$ cat config.mk
export PLATFORM = sky130hd
export DESIGN_NAME = unit_min_down
export DESIGN_NICKNAME = d
export VERILOG_FILES = /design/src/rtl/unit_min_down_pkg.sv /design/src/rtl/unit_min_down_seg7_dec.sv /design/src/rtl/unit_min_down.sv
export SDC_FILE = /design/constraint.sdc
export NUM_CORES = 1
export LEC_CHECK = 0
export CORE_UTILIZATION = 41
export CTS_CLUSTER_SIZE = 14
export DETAILED_ROUTE_END_ITERATION = 12
export PLACE_DENSITY = 0.73
export SETUP_SLACK_MARGIN = 0.02
export SYNTH_ARGS = -nofsm -noshare
export SYNTH_HDL_FRONTEND = slang
export SYNTH_SLANG_ARGS = --single-unit
$ cat constraint.sdc
create_clock -name CLK -period 2 [get_ports CLK]
set_input_delay 0.4 -clock CLK [delete_from_list [all_inputs] [get_ports CLK]]
set_output_delay 0.4 -clock CLK [all_outputs]
set_load 0.05 [all_outputs]
$ cat src/rtl/unit_min_down_pkg.sv
// Shared definitions for the down-counting unit-minutes digit and its
// sibling digit stages: FSM state encoding, active-low 7-segment patterns
// (bit 6 = segment a ... bit 0 = segment g) and the digit range limit.
package unit_min_down_pkg;

  typedef enum logic [1:0] {
    ST_SET   = 2'd0,
    ST_RUN   = 2'd1,
    ST_PAUSE = 2'd2
  } state_t;

  localparam logic [3:0] DIGIT_MAX = 4'd9;

  localparam logic [6:0] SEG_0     = 7'b0000001;
  localparam logic [6:0] SEG_1     = 7'b1001111;
  localparam logic [6:0] SEG_2     = 7'b0010010;
  localparam logic [6:0] SEG_3     = 7'b0000110;
  localparam logic [6:0] SEG_4     = 7'b1001100;
  localparam logic [6:0] SEG_5     = 7'b0100100;
  localparam logic [6:0] SEG_6     = 7'b0100000;
  localparam logic [6:0] SEG_7     = 7'b0001111;
  localparam logic [6:0] SEG_8     = 7'b0000000;
  localparam logic [6:0] SEG_9     = 7'b0000100;
  localparam logic [6:0] SEG_BLANK = 7'b1111111;

endpackage

$ cat src/rtl/unit_min_down_seg7_dec.sv
// BCD to active-low 7-segment decoder, purely combinational.
// Output order is {a,b,c,d,e,f,g}; codes 10-15 blank the display.
module seg7_dec
  import unit_min_down_pkg::*;
(
  input  logic [3:0] bcd,
  output logic [6:0] seg
);

  // Map each BCD code to its segment pattern; anything else is blank.
  always_comb begin
    seg = SEG_BLANK;
    case (bcd)
      4'd0:    seg = SEG_0;
      4'd1:    seg = SEG_1;
      4'd2:    seg = SEG_2;
      4'd3:    seg = SEG_3;
      4'd4:    seg = SEG_4;
      4'd5:    seg = SEG_5;
      4'd6:    seg = SEG_6;
      4'd7:    seg = SEG_7;
      4'd8:    seg = SEG_8;
      4'd9:    seg = SEG_9;
      default: seg = SEG_BLANK;
    endcase
  end

endmodule

$ cat src/rtl/unit_min_down.sv
// Unit-minutes digit of the countdown timer. Preset with INC in SET,
// counts down on TICK in RUN, holds in PAUSE, and emits a one-cycle BORROW
// on the 0->9 wrap toward the tens-of-minutes stage.
// Optional feature macro: UNIT_MIN_DOWN_STOP_EN -- when defined, a TICK at
// 0 with all lower digits zero ends the countdown (DONE pulse, back to SET)
// instead of wrapping.
module unit_min_down
  import unit_min_down_pkg::*;
(
  input  logic       CLK,
  input  logic       RST,
  input  logic       CLR,
  input  logic       START,
  input  logic       INC,
  input  logic       TICK,
  input  logic       LOWER_ZERO,
  output logic       BORROW,
  output logic       DONE,
  output logic       ZERO,
  output logic [3:0] DIGIT,
  output logic       AUM,
  output logic       BUM,
  output logic       CUM,
  output logic       DUM,
  output logic       EUM,
  output logic       FUM,
  output logic       GUM
);

  state_t     state_r;
  state_t     state_nxt_s;
  logic [3:0] digit_r;
  logic [3:0] digit_nxt_s;
  logic       borrow_r;
  logic       borrow_nxt_s;
  logic       done_r;
  logic       done_nxt_s;
  logic       start_q_r;
  logic       inc_q_r;
  logic       start_edge_s;
  logic       inc_edge_s;
  logic [6:0] seg_s;

`ifndef UNIT_MIN_DOWN_STOP_EN
  // LOWER_ZERO only matters when the stop feature is built in.
  logic       unused_lower_zero_s;
  assign unused_lower_zero_s = LOWER_ZERO;
`endif

  assign start_edge_s = START & ~start_q_r;
  assign inc_edge_s   = INC & ~inc_q_r;

  // Button history; reset to 1 so a button held through reset does nothing.
  always_ff @(posedge CLK or posedge RST) begin
    if (RST) begin
      start_q_r <= 1'b1;
      inc_q_r   <= 1'b1;
    end else begin
      start_q_r <= START;
      inc_q_r   <= INC;
    end
  end

  // Next-state, next-digit and pulse generation.
  always_comb begin
    state_nxt_s  = state_r;
    digit_nxt_s  = digit_r;
    borrow_nxt_s = 1'b0;
    done_nxt_s   = 1'b0;
    if (CLR) begin
      state_nxt_s = ST_SET;
      digit_nxt_s = 4'd0;
    end else begin
      case (state_r)
        ST_SET: begin
          if (inc_edge_s) begin
            if (digit_r >= DIGIT_MAX) begin
              digit_nxt_s = 4'd0;
            end else begin
              digit_nxt_s = digit_r + 4'd1;
            end
          end else begin
            digit_nxt_s = digit_r;
          end
          if (start_edge_s) begin
            state_nxt_s = ST_RUN;
          end else begin
            state_nxt_s = ST_SET;
          end
        end
        ST_RUN: begin
          // The stop decision below overrides a simultaneous pause request.
          if (start_edge_s) begin
            state_nxt_s = ST_PAUSE;
          end else begin
            state_nxt_s = ST_RUN;
          end
          if (TICK) begin
            if (digit_r == 4'd0) begin
`ifdef UNIT_MIN_DOWN_STOP_EN
              if (LOWER_ZERO) begin
                digit_nxt_s = 4'd0;
                done_nxt_s  = 1'b1;
                state_nxt_s = ST_SET;
              end else begin
                digit_nxt_s  = DIGIT_MAX;
                borrow_nxt_s = 1'b1;
              end
`else
              digit_nxt_s  = DIGIT_MAX;
              borrow_nxt_s = 1'b1;
`endif
            end else begin
              digit_nxt_s = digit_r - 4'd1;
            end
          end else begin
            digit_nxt_s = digit_r;
          end
        end
        ST_PAUSE: begin
          if (start_edge_s) begin
            state_nxt_s = ST_RUN;
          end else begin
            state_nxt_s = ST_PAUSE;
          end
        end
        default: begin
          state_nxt_s = ST_SET;
          digit_nxt_s = 4'd0;
        end
      endcase
    end
  end

  // State, digit and pulse registers.
  always_ff @(posedge CLK or posedge RST) begin
    if (RST) begin
      state_r  <= ST_SET;
      digit_r  <= 4'd0;
      borrow_r <= 1'b0;
      done_r   <= 1'b0;
    end else begin
      state_r  <= state_nxt_s;
      digit_r  <= digit_nxt_s;
      borrow_r <= borrow_nxt_s;
      done_r   <= done_nxt_s;
    end
  end

  seg7_dec u_seg7_dec (
    .bcd (digit_r),
    .seg (seg_s)
  );

  assign DIGIT  = digit_r;
  assign ZERO   = (digit_r == 4'd0);
  assign BORROW = borrow_r;
`ifdef UNIT_MIN_DOWN_STOP_EN
  assign DONE   = done_r;
`else
  assign DONE   = 1'b0;
`endif
  assign {AUM, BUM, CUM, DUM, EUM, FUM, GUM} = seg_s;

endmodule

Word level (Yosys, flattened, before mapping)
Memory sizes are Yosys's and may differ from the RTL's.
Cells that the tools add are included.
{"block": "classes", "n_bitwise": 4, "order_cmp": 1, "n_addsub": 2, "muxes": 15, "reduce_logical": 3, "n_eq_ne": 5}
{"op": "2-to-1 mux 4 bit", "n": 5}
{"op": "one-hot mux 4 bit (3 select lines)", "n": 1}
{"op": "2-to-1 mux 2 bit", "n": 3}
{"op": "!= test 3 bit, second input constant", "n": 2}
{"op": "one-hot mux 2 bit (3 select lines)", "n": 1}
{"op": "2-to-1 mux 1 bit", "n": 5}
{"op": "adder 4 x 1 -> 4 bit, second input constant", "n": 1}
{"op": "greater-or-equal comparator 4 bit, second input constant", "n": 1}
{"op": "logical NOT 4 bit", "n": 1}
{"op": "subtractor 4 x 1 -> 4 bit, second input constant", "n": 1}
{"op": "AND reduction 3 bit", "n": 1}
{"op": "bitwise AND 1 bit", "n": 2}
{"op": "== test 2 x 1 -> 1 bit, second input constant", "n": 1}
{"op": "== test 2 bit, second input constant", "n": 1}
{"op": "logical NOT 2 bit", "n": 1}
{"op": "!= test 2 bit, second input constant", "n": 1}
{"op": "inverter 1 bit", "n": 2}
{"block": "totals", "register_bits": 9, "romBits": 112, "n_memories": 1, "in_bits": 7}
{"name": "(name not given)", "words": 16, "word_bits": 7, "rd": 1, "rd_clocked_by_memory_dff": 0, "write_ports": 0, "line": "unit_min_down_seg7_dec.sv:13", "rtl": "case (bcd)"}

Logic depth before layout (Yosys ltp)
Gate-level depths: netlist (run 1).
{"block": "depth", "depth_word": 5, "mapped_depth": 6, "ltp_nobuf": 6}

Hierarchy
Synthesis (run 1) repeated with hierarchy kept, for this count alone.
{"block": "unflattened", "hier_cells": 100, "hier_area_um2": 820.8}
{"module": "unit_min_down", "area_per_inst_um2": 610.6, "cells_per_inst": 67, "n_inst": 1}
{"module": "seg7_dec", "area_per_inst_um2": 210.2, "cells_per_inst": 33, "n_inst": 1}

Least setup slack after synthesis (run 1)
No wires, ideal clock.
{"block": "synth_timing", "path_kind": "reg2out", "start": "reg digit_r[1], in the netlist DIGIT[1]", "end": "out EUM", "n_path_buf": 0, "arrival_ns": 2.174, "path_slack_ns": -0.574, "stages_incl_launch_ff": 5, "cell_sequence": "dfrtp_1 > inv_1 > ha_1 > ha_1 > mux2i_1"}
{"block": "synth_between", "elab_chain_len": 1}
{"item": "from (decl)", "line": "unit_min_down.sv:32", "rtl": "logic [3:0] digit_r;"}
{"item": "from (signal assigned)", "line": "unit_min_down.sv:144", "rtl": "digit_r <= digit_nxt_s;"}
{"item": "memory read (16 x 7 bit)"}
{"item": "to (decl)", "line": "unit_min_down.sv:25", "rtl": "output logic EUM,"}
Every way passes these cells.

Worst setup path after layout (run 1)
{"block": "layout_timing", "start": "reg digit_r[0], in the netlist DIGIT[0]", "end": "out ZERO"}
{"block": "layout_between", "elab_chain_len": 1}
{"item": "logical NOT 4 bit", "line": "unit_min_down.sv:156", "rtl": "assign ZERO = (digit_r == 4'd0);"}
{"item": "to (decl)", "line": "unit_min_down.sv:19", "rtl": "output logic ZERO,"}
Every way passes these cells.

==> results of run 1 <==
-- area by class of cell --
cell class              instances  area share
inverters                       6      0.0260
multi-input cells              67       0.490
well taps                      24      0.0250
flip-flops and latches          9       0.194
clock buffers                   4      0.0219
repair buffers                 27       0.243
-- cells in the mapped netlist --
cell | count | area, µm²
a221oi_1 | 1 | 8.76
mux2i_1 | 1 | 10.0
xor2_1 | 1 | 8.76
and2_1 | 1 | 6.26
o32ai_2 | 1 | 16.3
clkbuf_1 | 3 | 11.3
inv_2 | 1 | 3.75
inv_1 | 5 | 18.8
nand3b_1 | 1 | 7.51
or2_1 | 2 | 12.5
dfstp_2 | 2 | 52.6
a211oi_1 | 2 | 15.0
nand3_1 | 1 | 5.00
dfrtp_1 | 7 | 175
nor2b_1 | 2 | 12.5
conb_1 | 1 | 3.75
a21boi_1 | 1 | 7.51
nor2_1 | 11 | 41.3
nor3b_1 | 1 | 7.51
a31oi_1 | 2 | 12.5
o32ai_1 | 1 | 8.76
a32oi_1 | 1 | 8.76
o21ai_1 | 4 | 20.0
nand2_1 | 3 | 11.3
a22o_1 | 1 | 8.76
or3b_1 | 3 | 26.3
a211oi_2 | 2 | 25.0
a21oi_1 | 7 | 35.0
ha_1 | 6 | 75.1
buf_6 | 1 | 11.3
nand2b_1 | 4 | 25.0
mux2_2 | 1 | 11.3
nor3_1 | 1 | 5.00
o31ai_1 | 1 | 7.51
buf_4 | 1 | 7.51
o21ai_0 | 3 | 15.0
-- worst max path at each step --
stage                        start  endpoint  slack [ps]
after floorplan           DIGIT[1]  DIGIT[2]          30
after global placement    DIGIT[0]  DIGIT[1]         110
after detailed placement  DIGIT[0]  DIGIT[2]          70
after CTS                 DIGIT[0]      ZERO         -20
after global routing      DIGIT[0]       DUM         -40
final                     DIGIT[0]      ZERO         0.4
-- registers in the layout, summed over array words and instances (netlist names) --
| signal | count |
|---|---|
| inc_q_r | 1 |
| DIGIT | 4 |
| BORROW | 1 |
| start_q_r | 1 |
| state_r | 2 |
-- metal layers --
| layer | track usage | up-vias | share of wire | wire (µm) |
|---|---|---|---|---|
| li1 | - | 362 | - | - |
| met1 | 0.311 | 367 | 0.44 | 938 |
| met2 | 0.341 | 28 | 0.49 | 1030 |
| met3 | 0.0735 | 6 | 0.045 | 95 |
| met4 | 0.0727 | 0 | 0.026 | 56 |
| met5 | 0 | - | 0 | 0 |
-- worst register-to-register path, cell delays in order (launching register included) --
cell,delay (ps)
dfrtp_2,460
inv_4,110
ha_4,140
or3b_1,400
a211oi_2,310
a32oi_1,160
o32ai_1,230
-- cells by family (layout without fill, tap and decap cells) --
family | Yosys count | in the layout | synth area share
buf+inv | 11 | 37 | 0.0712
fa+ha+maj | 6 | 6 | 0.102
simple gates | 30 | 30 | 0.217
xor+xnor | 1 | 1 | 0.0119
flops | 9 | 9 | 0.308
mux | 2 | 2 | 0.0288
other cells | 1 | 1 | 0.00508
compound gates | 27 | 27 | 0.256
-- metrics by stage --
step | hold slack (ps) | cell area [µm²] | util | power (mW)
after floorplan | 226 | 811 | - | 0.618
after global placement | 641 | 1070 | 0.672 | 0.825
after detailed placement | 652 | 1070 | 0.672 | 0.834
after CTS | 406 | 1130 | 0.706 | 0.997
after global routing | 438 | 1200 | 0.754 | 1.11
final | 398 | 1200 | 0.754 | 1.07
-- power breakdown --
part / internal (mW) / switching (mW) / total [mW]
Combinational: 0.303 / 0.398 / 0.701
Sequential: 0.198 / 0.0279 / 0.226
Clock: 0.0768 / 0.0619 / 0.139
Total: 0.579 / 0.487 / 1.07
-- what timing repair did --
item / CTS / global route
resized for setup: 10 / 14
cloned: 0 / 0
pin swaps: 1 / 7
hold buffers: 0 / 0
setup buffers: 0 / 3
setup endpoints to repair: 7 / 10
hold endpoints to repair: 0 / 0
==> metrics.cfg, run 1 <==
[logic_synthesis]
syn_inst=87
synth_area_per_cell_um2=8.49
syn_nets=100
yosysSeqAreaShare=0.308
synth-seq-cells=9
netlist_area_um2=738
synth.distinct_cells=36
yosysWarnings=0

[placed_design]
dpl.cell_count=130
pre_cts_slack_ps=72.1
portBuffers=18
gp_congestion=0.852
hpwl_mm=1.46

[final_layout]
fillCellCount=110
drive_gt1_frac=0.496
mostFrequentLayoutCell=buf_4
multi_input_area_um2=589
fin_nets=127
final_cells=137
antenna_cells=0
syn2layout_area_growth_pct=62.9
layout_common_cells=12 x buf_4, 8 x nor2_1, 6 x clkdlybuf4s50_1
regArea_um2=233

[setup_path]
regToRegSetupSlack_ps=100
crit_buf_inv=3
reg2reg_depth=6
critPathTopFamily=flip-flops
cp.required_ps=1600
path_cells=inv_4, ha_4, or3b_4, clkinvlp_4, buf_12
critical_path_class=reg2out
cp-start-kind=flop
critPathMaxStageDelay_ps=460
cp.depth=5
worst_setup_path_end_kind=output port
worstPathMaxFanout=6
critPathArrivalTime_ps=1600
cp_slowest_cell=dfrtp_2
r2r-end=DIGIT[2]
reg2reg_from=DIGIT[0]

[power]
vdd_drop_max_v=0.000693
p_per_area_nw_per_um2=886
p_leak_nw=0.470

[detailed_routing]
vias_per_cell=5.57
dr_total_vias=763
drtAntennaViolNets=0
wirelength_mm=2.12
drt_iter0_markers=17
drc=0
wire_per_inst_um=15.5
dr.pass1.iters=4

[sta]
worst_slew_pin_slew_ps=502
rsz0062_at_grt=yes
fmax_ghz=0.500
fin_crit_sh=1.00
slew_violations=0
skew_ps=6.01
fin_tns_setup_ps=0
hold_viol=0
min_period_ps=2000
slew_headroom=0.664
setup_viol=0
setup_ws_ps=0.356

[clock_network]
cts_buffers=3
cts_num_sinks=9
cts-root-buf=clkbuf_4
tritoncts=done
insertion_delay_ps=260
path_clk_slew_ps=60
htree_levels=1
clk_path_buf_depth=2

[floorplanning]
dieArea_um2=1970
coreArea_um2=1590
io_pins=21
num_rows=14
dieWidth_um=44.4
start_util=0.463
fp.dieH_um=44.4

[global_route]
grt_pass1_vias=683
antenna_found_initial=0
grt_pass1_wl_mm=3.20
grt_max_degree=15
grt_remaining_overflow=0
gr-usage-all-layers=0.227

[min_path]
hold_path.class=in2async

[flow_run]
drv_cap=0

[run_status]
status=complete, no violations

Power figures use the tool's default switching activity.
==> run 2, diff against run 1 <==
CTS_CLUSTER_DIAMETER = 200   (was not set)
==> results of run 2 <==
Same layout as run 1: the final DEF is identical, and so are final timing and power.
